`config.mk`:
```
export PLATFORM = sky130hd
export DESIGN_NAME = fpu_mul_wb
export DESIGN_NICKNAME = d
export VERILOG_FILES = /design/src/rtl/fpu_mul_pkg.sv /design/src/rtl/fpu_res_fifo.sv /design/src/rtl/fpu_mul_wb.sv
export SDC_FILE = /design/constraint.sdc
export NUM_CORES = 1
export LEC_CHECK = 0
export BUFFER_PORTS_ARGS = -buffer_cell sky130_fd_sc_hd__clkbuf_2
export CORE_MARGIN = 4
export CORE_UTILIZATION = 57
export CTS_CLUSTER_DIAMETER = 120
export CTS_CLUSTER_SIZE = 8
export DETAILED_ROUTE_END_ITERATION = 8
export GPL_TIMING_DRIVEN = 0
export PLACE_DENSITY = 0.9
export SYNTH_ARGS = -nofsm -noshare
export SYNTH_HDL_FRONTEND = slang
export SYNTH_HIERARCHICAL = 1
export SYNTH_SLANG_ARGS = --single-unit
```
`constraint.sdc`:
```
create_clock -name CLK -period 7.1 [get_ports CLK]
set_input_delay 0.355 -clock CLK [delete_from_list [all_inputs] [get_ports CLK]]
set_output_delay 0.355 -clock CLK [all_outputs]
set_load 0.01 [all_outputs]
```
`src/rtl/fpu_mul_pkg.sv`:
```
// Shared widths, flag bit positions and special encodings for the multiplier
// writeback path.
package fpu_mul_pkg;
    localparam int FLAG_W  = 5;
    localparam int FLG_INV = 4;
    localparam int FLG_OVF = 3;
    localparam int FLG_UDF = 2;
    localparam int FLG_INX = 1;
    localparam int FLG_ZRO = 0;

    localparam int FP_W  = 32;
    localparam int EXP_W = 8;
    localparam int MAN_W = 23;

    localparam logic [FP_W-1:0] QNAN = 32'h7FFF_FFFF;
    localparam logic [FP_W-1:0] PINF = 32'h7F80_0000;

    typedef logic [FLAG_W-1:0] flags_t;
endpackage

```
`src/rtl/fpu_res_fifo.sv`:
```
// Synchronous result FIFO with count, flush and modulo-DEPTH pointer wrap.
// Pushes while full without a simultaneous pop are dropped.
module fpu_res_fifo #(
    parameter int WIDTH = 8,
    parameter int DEPTH = 4
) (
    input  logic                         clk_i,
    input  logic                         rst_ni,
    input  logic                         flush_i,
    input  logic                         push_i,
    input  logic                         pop_i,
    input  logic [WIDTH-1:0]             wdata_i,
    output logic [WIDTH-1:0]             rdata_o,
    output logic                         full_o,
    output logic                         empty_o,
    output logic [$clog2(DEPTH+1)-1:0]   count_o
);
    localparam int PTR_W = (DEPTH > 1) ? $clog2(DEPTH) : 1;
    localparam int CNT_W = $clog2(DEPTH+1);

    logic [WIDTH-1:0] mem_q [DEPTH];
    logic [PTR_W-1:0] wr_q, wr_d, rd_q, rd_d;
    logic [CNT_W-1:0] cnt_q, cnt_d;
    logic             do_push, do_pop;

    function automatic logic [PTR_W-1:0] inc(input logic [PTR_W-1:0] p);
        return (p == PTR_W'(DEPTH-1)) ? '0 : p + 1'b1;
    endfunction

    assign empty_o = (cnt_q == '0);
    assign full_o  = (cnt_q == CNT_W'(DEPTH));
    assign count_o = cnt_q;
    // Head reads as zero when empty so the output port is clean after reset/flush.
    assign rdata_o = empty_o ? '0 : mem_q[rd_q];

    assign do_pop  = pop_i && !empty_o;
    assign do_push = push_i && (!full_o || do_pop);

    always_comb begin
        wr_d  = wr_q;
        rd_d  = rd_q;
        cnt_d = cnt_q;
        if (flush_i) begin
            wr_d  = '0;
            rd_d  = '0;
            cnt_d = '0;
        end else begin
            if (do_push) wr_d = inc(wr_q);
            if (do_pop)  rd_d = inc(rd_q);
            if (do_push && !do_pop)      cnt_d = cnt_q + 1'b1;
            else if (do_pop && !do_push) cnt_d = cnt_q - 1'b1;
        end
    end

    always_ff @(posedge clk_i or negedge rst_ni) begin
        if (!rst_ni) begin
            wr_q  <= '0;
            rd_q  <= '0;
            cnt_q <= '0;
        end else begin
            wr_q  <= wr_d;
            rd_q  <= rd_d;
            cnt_q <= cnt_d;
        end
    end

    always_ff @(posedge clk_i) begin
        if (do_push && !flush_i) mem_q[wr_q] <= wdata_i;
    end
endmodule

```
`src/rtl/fpu_mul_wb.sv`:
```
// Writeback stage behind the non-stallable multiplier: tracks issued slots through
// its fixed latency, buffers results and throttles issue with FIFO credits.
module fpu_mul_wb
    import fpu_mul_pkg::*;
#(
    parameter int LATENCY    = 4,
    parameter int FIFO_DEPTH = 4,
    parameter int TAG_W      = 4
) (
    input  logic               CLK,
    input  logic               RST,
    input  logic               issue_valid,
    input  logic [TAG_W-1:0]   issue_tag,
    output logic               issue_ready,
    input  logic               flush,
    input  logic               Sz,
    input  logic [EXP_W-1:0]   Ez,
    input  logic [MAN_W-1:0]   Mz,
    input  logic               invalid_flagex,
    input  logic               overflow_flagex,
    input  logic               underflow_flagex,
    input  logic               inexact_flagex,
    input  logic               zero_flagex,
    output logic               res_valid,
    input  logic               res_ready,
    output logic [FP_W-1:0]    res_data,
    output logic [TAG_W-1:0]   res_tag,
    output logic [FLAG_W-1:0]  res_flags,
    output logic [FLAG_W-1:0]  sticky_flags,
    input  logic               clear_sticky,
    output logic               overrun_err
);
    localparam int ENT_W = TAG_W + FP_W + FLAG_W;
    localparam int CNT_W = $clog2(FIFO_DEPTH+1);
    localparam int IF_W  = $clog2(LATENCY+1);

    logic [LATENCY-1:0] valid_q, valid_d;
    logic [TAG_W-1:0]   tag_q [LATENCY];
    logic [TAG_W-1:0]   tag_d [LATENCY];
    flags_t             sticky_q, sticky_d;
    logic               overrun_q, overrun_d;

    logic               fire, push, pop, fifo_full, fifo_empty;
    logic [CNT_W-1:0]   fifo_cnt;
    logic [IF_W-1:0]    inflight;
    flags_t             mul_flags;
    logic [ENT_W-1:0]   wdata, head;

    always_comb begin
        inflight = '0;
        for (int i = 0; i < LATENCY; i++) inflight = inflight + IF_W'(valid_q[i]);
    end

    // Credits come from registered state only; a pop frees its slot one cycle later.
    assign issue_ready = (32'(inflight) + 32'(fifo_cnt)) < 32'(FIFO_DEPTH);
    assign fire        = issue_valid && issue_ready && !flush;

    always_comb begin
        valid_d    = '0;
        valid_d[0] = fire;
        tag_d[0]   = issue_tag;
        for (int i = 1; i < LATENCY; i++) begin
            valid_d[i] = valid_q[i-1];
            tag_d[i]   = tag_q[i-1];
        end
        if (flush) valid_d = '0;
    end

    always_comb begin
        mul_flags          = '0;
        mul_flags[FLG_INV] = invalid_flagex;
        mul_flags[FLG_OVF] = overflow_flagex;
        mul_flags[FLG_UDF] = underflow_flagex;
        mul_flags[FLG_INX] = inexact_flagex;
        mul_flags[FLG_ZRO] = zero_flagex;
    end

    assign push  = valid_q[LATENCY-1] && !flush;
    assign wdata = {tag_q[LATENCY-1], Sz, Ez, Mz, mul_flags};

    fpu_res_fifo #(.WIDTH(ENT_W), .DEPTH(FIFO_DEPTH)) u_fifo (
        .clk_i   (CLK),
        .rst_ni  (RST),
        .flush_i (flush),
        .push_i  (push),
        .pop_i   (pop),
        .wdata_i (wdata),
        .rdata_o (head),
        .full_o  (fifo_full),
        .empty_o (fifo_empty),
        .count_o (fifo_cnt)
    );

    assign res_valid = !fifo_empty;
    assign res_tag   = head[ENT_W-1 -: TAG_W];
    assign res_data  = head[FLAG_W +: FP_W];
    assign res_flags = head[FLAG_W-1:0];
    assign pop       = res_valid && res_ready;

    // A pop coinciding with a clear keeps the popped entry's flags.
    always_comb begin
        sticky_d = sticky_q;
        if (pop)               sticky_d = (clear_sticky ? '0 : sticky_q) | res_flags;
        else if (clear_sticky) sticky_d = '0;
        overrun_d = overrun_q | (push && fifo_full && !pop);
    end

    always_ff @(posedge CLK or negedge RST) begin
        if (!RST) begin
            valid_q   <= '0;
            for (int i = 0; i < LATENCY; i++) tag_q[i] <= '0;
            sticky_q  <= '0;
            overrun_q <= 1'b0;
        end else begin
            valid_q   <= valid_d;
            tag_q     <= tag_d;
            sticky_q  <= sticky_d;
            overrun_q <= overrun_d;
        end
    end

    assign sticky_flags = sticky_q;
    assign overrun_err  = overrun_q;
endmodule

```
### Word-level counts from Yosys, hierarchy flattened

Memory sizes are Yosys's and may differ from the RTL's.
Index checks and enable logic that the tools add are counted.

| operators by class | value |
|---|---|
| add/subtract/negate cells | 8 |
| $lt $le $gt $ge | 1 |
| equal/unequal tests | 3 |
| mux-type cells | 15 |
| bitwise logic cells | 2 |
| reductions and logical operators | 22 |

Operators with widths:

| operator | count |
|---|---|
| 41-bit two-way mux | 1 |
| 2-bit two-way mux | 6 |
| 1-bit logical AND | 11 |
| 5-bit two-way mux | 2 |
| 3-bit two-way mux | 3 |
| 1-bit zero test | 6 |
| 5-bit bitwise OR | 1 |
| 2-bit by 1-bit adder with 2-bit output (second input constant) | 2 |
| 3-bit by 3-bit adder with 4-bit output | 1 |
| 2-bit equality test (second input constant) | 2 |
| 4-bit by 3-bit < comparator with 1-bit output (second input constant) | 1 |
| 4-bit two-way mux | 1 |
| 2-bit nonzero test | 2 |
| 2-bit by 1-bit adder with 3-bit output | 1 |
| 3-bit by 1-bit adder with 3-bit output | 1 |
| 3-bit by 1-bit adder with 3-bit output (second input constant) | 1 |
| 3-bit equality test (second input constant) | 1 |
| 3-bit zero test | 1 |
| 3-bit nonzero test | 1 |
| 3-bit by 1-bit subtractor with 3-bit output (second input constant) | 1 |
| 1-bit by 1-bit adder with 2-bit output | 1 |
| 1-bit two-way mux | 2 |
| 1-bit logical OR | 1 |
| 1-bit bitwise OR | 1 |

| storage, ports and cells | value |
|---|---|
| register bits after elaboration | 33 |
| bits in writable memories | 164 |
| input port bits | 47 |
| output and inout bits | 49 |
| memories | 1 |

Memory list:

| memory | words | bits a word | rd ports | clocked after memory_dff | wr ports | RTL line | RTL |
|---|---|---|---|---|---|---|---|
| u_fifo.mem_q | 4 | 41 | 1 | 0 | 1 | fpu_res_fifo.sv:21 | `logic [WIDTH-1:0] mem_q [DEPTH];` |

### Logic depth before layout (Yosys ltp)

| logic depth | value |
|---|---|
| depth after elaboration | 11 |
| gate-level depth with buffers | 12 |

### By module

Netlist, hierarchy kept.

Modules (own cells, without submodules):

| module | instances | cells each | area each (µm²) | sequential area each (µm²) |
|---|---|---|---|---|
| fpu_res_fifo | 1 | 323 | 6,765.2 | 5,099.9 |
| fpu_mul_wb | 1 | 48 | 828.3 | 650.6 |

### Worst setup path after synthesis

Ideal clock, no wire load.

| timing | value |
|---|---|
| path type | register to register |
| start | reg u_fifo.cnt_q[0], in the netlist u_fifo/count_o[0] |
| end | mem u_fifo/mem_q[0][0] (netlist bit), enable pin |
| setup time | 0.499 ns |
| data arrival time | 4.591 ns |
| required time | 6.601 ns |
| setup slack | 2.010 ns |
| stages on the path, launching flop included | 9 |
| period minus slack after synthesis | 5.090 ns |
| cell sequence | dfrtp_1 buf_2 nor3_2 clkbuf_1 nor2b_1 clkbuf_1 buf_2 o21ai_0 nor3b_1 |

| on the way | value |
|---|---|
| word-level cells in the longest chain between the ends | 9 |
| elaborated cells between the ends (all ways) | 11 |

RTL lines:

| element | RTL line | RTL |
|---|---|---|
| start: declaration | fpu_res_fifo.sv:23 | `logic [CNT_W-1:0] cnt_q, cnt_d;` |
| start signal: assignment | fpu_res_fifo.sv:63 | `cnt_q <= cnt_d;` |
| 3-bit zero test | fpu_res_fifo.sv:30 | `assign empty_o = (cnt_q == '0);` |
| via fifo_empty | fpu_mul_wb.sv:43 | `logic fire, push, pop, fifo_full, fifo_empty;` |
| 1-bit zero test | fpu_mul_wb.sv:94 | `assign res_valid = !fifo_empty;` |
| 1-bit logical AND | fpu_mul_wb.sv:98 | `assign pop = res_valid && res_ready;` |
| via pop | fpu_mul_wb.sv:43 |  |
| 1-bit logical AND | fpu_res_fifo.sv:36 | `assign do_pop = pop_i && !empty_o;` |
| 1-bit logical OR | fpu_res_fifo.sv:37 | `assign do_push = push_i && (!full_o \|\| do_pop);` |
| 1-bit logical AND | fpu_res_fifo.sv:37 |  |
| 1-bit logical AND | fpu_res_fifo.sv:68 | `if (do_push && !flush_i) mem_q[wr_q] <= wdata_i;` |
| 1-bit two-way mux | fpu_res_fifo.sv:68 |  |
| 1-bit two-way mux (implied by the code) | fpu_res_fifo.sv:68 |  |
| end: declaration | fpu_res_fifo.sv:21 |  |

The timed path passes the listed nets, and every way through them passes these cells.

### Worst setup path in the final report

| timing | value |
|---|---|
| start | reg u_fifo.cnt_q[0], in the netlist u_fifo/count_o[0] |
| end | mem u_fifo/mem_q[0][18] (netlist bit), enable pin |

Same word-level chain as after synthesis.

==> run metrics <==
number of pins with negative max-slew slack in the final report 0; Arrival @ worst endpoint 3.90 ns; Mapped Area 0.007594 mm²; Avg Inst Size Synth 20.47 µm²; via total after detailed routing 3796; die extent in x 123.4 µm; total track usage 19.64%; via count of the first global-routing pass 4178; Relative slew margins 35.82%; synthesis-to-layout area growth 19.23%; Worst Path Required 7.23 ns; final routed wire length divided by cell count 19.46 µm; clock latency of the later-clocked register in the worst-skew pair 0.42 ns; number of diodes added for antenna fixing 0; total number of yosys warnings 6; port buffer count 95; TritonCTS clock tree yes; Synth Register Bits 197; number of detailed-routing iterations run before antenna repair 4; transition time of the tightest slew-check pin 0.9585 ns; Placeable Area 0.01282 mm²; Root Buffer clkbuf_16; initial standard-cell utilization of the core 59.21%; post-route fraction of the period consumed by the critical path 53.18%; worst ir drop on vdd 0.1571 mV; H-tree levels 4; largest fanout of any net on the critical path 11; sequential area share after synthesis 75.73%; clock-pin slew on the worst setup and hold paths 0.06 ns; ratio of total power to cell area 240.6 mW/mm²; Fin Clk Skew 0.007096 ns; Critical Path End Type flip-flop; hold-fix buffers at CTS 0; number of max-capacitance violations reported 0; final critical-path required period 3.776 ns; DIE HEIGHT 123.4 µm; number of nets with antenna violations after detailed routing 0; net count of the mapped netlist 426; initial antenna violation count 0; num ports 96; final number of setup-violating endpoints 0; instance count after placement with tap cells included 654; prevailing post-synth register cell edfxtp_1; ratio of routed vias to standard cells 5.542; CTS buffer count 17; most frequent cells in the layout edfxtp_1, clkbuf_2, nor2b_1; RSZ-0062 raised after global routing false; layout net count 556; number of endpoints with negative hold slack in the final report 0; Filler cells 798; number of synthesized flops with an enable pin 164; count of placed standard cells in the final layout, fillers left out 685; row count 41; Crit Path Category flip-flop to flip-flop; share of final-layout standard cells stronger than drive strength 1 38.40%; drt total wl 13330 µm; Longest Clk Path Bufs 2; post-layout util 70.60%; reported leakage power 3.274 nW; Fmax 0.2649 GHz; Clock Sinks 197; share of async-settable or async-resettable flops after synthesis 16.75%; global-route wire length before repair 21920 µm; final weighted congestion in routability-driven placement 0.7969; die area 0.01523 mm²; Gate Count Post-Synth 371; number of cells upsized or downsized after cts 0; hpwl dp 9271 µm; Netlist cell types 39; GR Overflow Total 0; worst hold margin 0.01861 ns; outcome complete, no violations; commonest non-fill, non-tap cell in the layout edfxtp_1; worst hold-check path type primary input to async pin; pin count of the biggest net entering global routing 34; post-detailed-route DRC marker count 0; CP startpoint kind flip-flop; 1st-iter DRT viols 254; Power Total 2.179 mW; number of post-CTS setup repair buffers 0
[path summary, 6_finish.rpt]
| kind | from | endpoint | slack, ns | depth (start not counted) |
|---|---|---|---|---|
| min reg2reg | tag_d[11]$_DFF_PN0_ | tag_d[7]$_DFF_PN0_ | 0.35 | 0 |
| max | u_fifo/count_o[0]$_DFFE_PN0P_ | u_fifo/mem_q[0][18]$_DFFE_PP_ | 3.32 | 11 |
| max reg2reg | u_fifo/count_o[0]$_DFFE_PN0P_ | u_fifo/mem_q[0][18]$_DFFE_PP_ | 3.32 | 11 |
| max in group asynchronous | RST | tag_q[2]$_DFF_PN0_ | 6.57 | 1 |
| min | RST | valid_q[0]$_DFF_PN0_ | 0.02 | 1 |
| min in group CLK | issue_tag[0] | tag_d[8]$_DFF_PN0_ | 0.05 | 1 |
[stage by stage]
stage	area, µm²	setup TNS, ns	setup WS (ns)
floorplan	7594	0	2.010
global placement	8284	-101.85	-0.6268
detailed placement	8507	0	3.273
CTS	9054	0	3.258
global route	9054	0	3.028
finish	9054	0	3.324
[synthesized netlist by cell type, types with 2 or more instances]
cell	number	area, µm²
mux2i_1	2	20.02
xor2_1	2	17.52
clkbuf_1	9	33.78
inv_1	7	26.28
edfxtp_1	164	4925
nand2b_1	4	25.02
fa_1	2	40.04
buf_2	6	30.03
nor3b_1	4	30.03
ha_1	6	75.07
mux2_2	2	22.52
buf_4	4	30.03
nor2_1	10	37.54
a31oi_1	2	12.51
a22o_1	5	43.79
dfrtp_1	33	825.8
o21ai_0	2	10.01
nor2b_1	46	287.8
mux4_2	41	923.4
[cells by family (layout without fill, tap and decap cells)]
kind of cell / count (synthesis) / after routing / share of synthesized area [%]
AOI/OAI and AO/OA: 18 / 18 / 1.862
xor gates and xnor gates: 3 / 3 / 0.3461
adders and majority gates: 8 / 8 / 1.516
buffers and inverters: 27 / 169 / 1.730
DFF: 197 / 197 / 75.73
muxes: 46 / 46 / 12.92
and+or+nand+nor: 72 / 72 / 5.899
[registers in the layout, summed over array words and instances (netlist names)]
name / cells
u_fifo/count_o: 3
u_fifo/mem_q: 164
u_fifo/wr_q: 2
sticky_flags: 5
valid_q: 4
overrun_err: 1
tag_q: 4
tag_d: 12
u_fifo/rd_q: 2
[per-layer routing]
layer / part of all wire (%) / vias to the layer above / global-route usage [%]
met1: 40 / 1967 / 25.90
met3: 4.6 / 12 / 4.254
met2: 54 / 103 / 32.31
met5: 0 / - / 0
met4: 1.3 / 0 / 7.889
li1: - / 1714 / -
[layout make-up]
class / count / area (µm²) / area share [%]
repair buffers: 111 / 678.2 / 7.490
well taps: 172 / 215.2 / 2.377
plain buffers: 20 / 105.1 / 1.161
clock inverters: 12 / 113.9 / 1.258
clock buffers: 19 / 432.9 / 4.782
inverters: 7 / 26.28 / 0.2902
multi-input cells: 147 / 1732 / 19.13
flip-flops and latches: 197 / 5751 / 63.52
[power by group]
part | switching, mW | internal (mW)
clock network | 0.374 | 0.510
registers | 0.00311 | 1.26
logic | 0.0198 | 0.0129
total | 0.397 | 1.78
[critical path: stages (launching register included)]
cell      delay (ns)
dfrtp_1         0.35
buf_2           0.21
nor3_2          0.12
clkbuf_1        0.31
nor2b_1         0.18
clkbuf_1        0.28
buf_2           0.27
o21ai_0         0.30
nor3b_2         0.87
buf_6           0.28
buf_8           0.16
buf_6           0.15
Power figures use the tool's default switching activity.
